$ cat src/rtl/gray_updown_counter.sv
// gray_updown_counter: up/down counter with registered binary and Gray outputs.
// Features: modulo limit MAX_COUNT, wrap or saturate at bounds, and a
// synchronous load of a Gray-coded value that is clamped to MAX_COUNT.
// Optional build macro GRAY_CHECK_EN adds a sticky Gray single-step checker.
// Without the macro, gray_err is tied to 0 and the port list is unchanged.
module gray_updown_counter #(
  parameter int DATA_WIDTH = 4,
  parameter int MAX_COUNT  = (1 << DATA_WIDTH) - 1
) (
  input  logic                  clk,
  input  logic                  rst_n,
  input  logic                  cnt_en,
  input  logic                  up_dn,
  input  logic                  sat_mode,
  input  logic                  load_en,
  input  logic [DATA_WIDTH-1:0] load_gray,
  output logic [DATA_WIDTH-1:0] binary_out,
  output logic [DATA_WIDTH-1:0] gray_out,
  output logic                  wrap_pulse,
  output logic                  sat_flag,
  output logic                  load_err,
  output logic                  gray_err
);

  localparam logic [DATA_WIDTH-1:0] MAX_C = DATA_WIDTH'(MAX_COUNT);
  localparam bit FULL_RANGE = (MAX_COUNT == (1 << DATA_WIDTH) - 1);

  if (DATA_WIDTH < 2 || MAX_COUNT < 1 || MAX_COUNT > (1 << DATA_WIDTH) - 1) begin : g_bad_param
    $error("gray_updown_counter: DATA_WIDTH must be >= 2 and MAX_COUNT in 1..2**DATA_WIDTH-1");
  end

  logic [DATA_WIDTH-1:0] ld_bin;
  logic [DATA_WIDTH-1:0] bin_nxt;
  logic [DATA_WIDTH-1:0] gray_nxt;
  logic                  wrap_nxt;
  logic                  sat_nxt;
  logic                  lerr_nxt;

  // Gray to binary: each binary bit is the XOR of all Gray bits at or above it
  always_comb begin
    ld_bin = '0;
    for (int i = 0; i < DATA_WIDTH; i++) ld_bin[i] = ^(load_gray >> i);
  end

  // Next count and flags; priority is load, then count step, then hold
  always_comb begin
    bin_nxt  = binary_out;
    wrap_nxt = 1'b0;
    sat_nxt  = 1'b0;
    lerr_nxt = 1'b0;
    if (load_en) begin
      if (ld_bin > MAX_C) begin
        bin_nxt  = MAX_C;
        lerr_nxt = 1'b1;
      end else begin
        bin_nxt = ld_bin;
      end
    end else if (cnt_en) begin
      if (up_dn) begin
        if (binary_out < MAX_C) bin_nxt = binary_out + 1'b1;
        else if (sat_mode)      sat_nxt = 1'b1;
        else begin
          bin_nxt  = '0;
          wrap_nxt = 1'b1;
        end
      end else begin
        if (binary_out != '0)   bin_nxt = binary_out - 1'b1;
        else if (sat_mode)      sat_nxt = 1'b1;
        else begin
          bin_nxt  = MAX_C;
          wrap_nxt = 1'b1;
        end
      end
    end
  end

  assign gray_nxt = bin_nxt ^ (bin_nxt >> 1);

  // Binary and Gray registers update on the same edge so they never disagree
  always_ff @(posedge clk) begin
    if (!rst_n) begin
      binary_out <= '0;
      gray_out   <= '0;
      wrap_pulse <= 1'b0;
      sat_flag   <= 1'b0;
      load_err   <= 1'b0;
    end else begin
      binary_out <= bin_nxt;
      gray_out   <= gray_nxt;
      wrap_pulse <= wrap_nxt;
      sat_flag   <= sat_nxt;
      load_err   <= lerr_nxt;
    end
  end

`ifdef GRAY_CHECK_EN
  logic [DATA_WIDTH-1:0] gdiff;
  logic                  adjacent;
  logic                  chk_step;

  // Saturate holds and short-range wraps are legitimately non-adjacent
  assign gdiff    = gray_nxt ^ gray_out;
  assign adjacent = (gdiff != '0) && ((gdiff & (gdiff - 1'b1)) == '0);
  assign chk_step = cnt_en && !load_en && !sat_nxt && (FULL_RANGE || !wrap_nxt);

  // Sticky single-bit-change checker on every count step
  always_ff @(posedge clk) begin
    if (!rst_n)                     gray_err <= 1'b0;
    else if (chk_step && !adjacent) gray_err <= 1'b1;
  end
`else
  assign gray_err = 1'b0;
`endif

endmodule

$ cat config.mk
export PLATFORM = sky130hd
export DESIGN_NAME = gray_updown_counter
export DESIGN_NICKNAME = d
export VERILOG_FILES = /design/src/rtl/gray_updown_counter.sv
export SDC_FILE = /design/constraint.sdc
export NUM_CORES = 1
export LEC_CHECK = 0
export ABC_CLOCK_PERIOD_IN_PS = 3230
export CAP_MARGIN = 20
export CORE_ASPECT_RATIO = 1.25
export CORE_UTILIZATION = 40
export CTS_BUF_LIST = sky130_fd_sc_hd__clkbuf_4
export DETAILED_ROUTE_END_ITERATION = 6
export PLACE_DENSITY = 0.71
export RECOVER_POWER = 25
export SETUP_SLACK_MARGIN = 0.3
export SLEW_MARGIN = 0
export SYNTH_ARGS = -nofsm -noshare
export SYNTH_HDL_FRONTEND = slang
export SYNTH_SLANG_ARGS = --single-unit
export TNS_END_PERCENT = 5
$ cat constraint.sdc
create_clock -name clk -period 3.23 [get_ports clk]
set_input_delay 0.4845 -clock clk [delete_from_list [all_inputs] [get_ports clk]]
set_output_delay 0.4845 -clock clk [all_outputs]
set_load 0.02 [all_outputs]
==> reports/qor.txt <==
status: finished clean
Setup CP Type: input port to flip-flop
Worst Path Max Fanout: 9
initial core utilization: 43.0%
final clock skew: 0.00292 ns
worst hold-check path type: flip-flop to flip-flop
via/cell ratio: 5.30
Clock Latency Late Sink: 0.25 ns
fillers: 148
WL final: 1380 µm
Tot GR Track Use: 18.7%
syn avg cell area: 8.40 µm²
Worst Setup Start Kind: input port
Remaining DRCs: 0
Post-Syn Instances: 80
PortBufs: 19
Worst-path clk slew: 0.06 ns
Antenna diodes: 0
sequential area share after synthesis: 26.8%
Most used DFF post-synth: dfxtp_1
post-synth top area share: 26.8%
Slew Limit Fails: 0
fin nets: 111
CTS resizes: 0
pwr dens: 427 mW/mm²
proportion of layout cells with a drive suffix above 1: 10.2%
htree depth: 1
RSZ-0062 raised after global routing: false
final hold violations: 0
# rows: 16
flops & latches, synth: 9
routability-driven placement congestion ratio: 0.854
DR WL/cell: 11.9 µm
Post-synth EDFFs: 0
Post-DP HPWL: 1090 µm
synth unique cells: 36
FMAX: 444 MHz
clock root cell: clkbuf_4
Chip Height: 47.8 µm
largest net degree at the start of global routing: 11
core area: 0.00156 mm²
period utilization: 69.7%
Vias: 615
final setup fails: 0
Clock Sinks: 9
Synthesis Warnings: 0
CTS max path bufs: 2
leading area contributor after synthesis: dfxtp_1
Routed Antenna Nets: 0
vias in the first global route: 532
async set or reset register ratio after synthesis: 0%
Worst R2R Setup Slack: 1.09 ns
CP peak stage delay: 0.74 ns
initial antenna violation count: 0
leak pwr: 0.343 nW
Period minus WS final: 2.25 ns
CTS hold repair buffers: 0
CP Data Required Time: 3.37 ns
Pwr Total: 371 µW
Post-Syn Area: 672 µm²
top-count cell post-synth: dfxtp_1
Ports: 22
Setup TNS: 0 ns
Sequential Area: 180 µm²
Worst path slowest cell: dlygate4sd3_1
first-pass GRT wire length: 2300 µm
postcts setup bufs: 0
Worst VDD drop: 0.188 mV
largest cells by area after synthesis: dfxtp_1 27%, mux2i_1 4.5%, buf_4 4.5%
Area Overhead vs Synth: 29.4%
Die Area: 0.00185 mm²
max-cap check violation count: 0
top cells by instance count after synthesis: 9 x dfxtp_1, 7 x nand2_1, 6 x inv_1, 6 x nor2_1, 5 x a21oi_1
drt first pass iters: 4
Multi-input gate area: 420 µm²
DR iter-0 viols: 13
Num CTS Buffers: 3
TritonCTS clock tree: yes
worst-path cell chain: dlygate4sd3_1 -> and4_1 -> nor2_1 -> a31oi_1 -> o21ai_1 -> and3_4 -> mux2_4
GRT overflow: 0
Die X: 38.7 µm
crit end category: flip-flop
Crit path arrival time: 2.40 ns
-- cell type report --
class	instances	share of cell area, %
inverters	7	3.02
repair buffers	19	21.9
well taps	18	2.59
multi-input cells	59	48.3
flip-flops and latches	9	20.7
clock buffers	4	3.45
-- state kept, by name (all words and copies together), names as in the netlist --
| register | count |
|---|---|
| sat_flag | 1 |
| binary_out | 4 |
| wrap_pulse | 1 |
| gray_out | 3 |
-- worst max-delay path, delay by kind of cell --
kind	cells	cell delay [ns]
AO/OA/AOI/OAI	2	0.29
buffers and inverters	1	0.74
multiplexers	1	0.25
AND/OR/NAND/NOR	3	0.63
-- per-layer routing --
metal	track usage (%)	wire [µm]	part of all wire, %	vias to the layer above
met4	17.9	34	2.5	0
met1	21.6	603	44	272
met3	2.79	74	5.4	4
met5	0	0	0	-
li1	-	-	-	314
met2	29.0	667	48	25
-- metrics by stage --
stage / setup slack (ns) / hold slack [ns] / instance area (µm²) / util, % / instances
after CTS: 1.08 / 0.821 / 872 / 55.8 / 116
after global placement: 0.843 / 0.823 / 842 / 53.9 / 112
after detailed placement: 0.810 / 0.808 / 842 / 53.9 / 112
after global routing: 0.931 / 0.910 / 870 / 55.7 / 116
after floorplan: 1.17 / 0.557 / 676 / - / 81
final: 0.977 / 0.826 / 870 / 55.7 / 116
-- layout by cell type, fill, tap and decap left out, types with 2 or more instances in the layout --
cell	count
nor2_1	6
nand2b_1	2
nor3b_1	2
a21oi_1	5
dlygate4sd3_1	3
nor3_1	2
inv_1	6
xnor2_1	3
nand3_1	3
clkdlybuf4s50_1	16
o21ai_1	2
a31oi_1	3
mux2i_1	3
ha_1	2
conb_1	2
nand2_1	7
clkbuf_4	4
dfxtp_1	9
-- path summary, 6_finish.rpt --
kind / start / end / cells after the start
max: up_dn / gray_out[0]$_SDFF_PN0_ / 7
min: binary_out[0]$_SDFF_PN0_ / binary_out[3]$_SDFF_PN0_ / 4
max reg2reg: binary_out[0]$_SDFF_PN0_ / gray_out[0]$_SDFF_PN0_ / 7
min reg2reg: binary_out[0]$_SDFF_PN0_ / binary_out[3]$_SDFF_PN0_ / 4
-- cell families after synthesis --
kind of cell,after synthesis,share of synthesized area [%]
adders and majority gates,2,3.72
xor gates and xnor gates,3,3.91
AOI/OAI and AO/OA,19,21.4
other,1,0.558
buffers and inverters,13,10.8
muxes,4,6.70
DFF,9,26.8
and+or+nand+nor,29,26.1
-- power by group --
part / internal, mW / switching (mW) / leakage, nW / total, mW
Combinational: 0.0711 / 0.0699 / 0.250 / 0.141
Clock: 0.0558 / 0.0362 / 0.0184 / 0.0920
Sequential: 0.123 / 0.0150 / 0.0744 / 0.138
Total: 0.250 / 0.121 / 0.343 / 0.371
No activity file was read; power rests on OpenSTA's default activity.
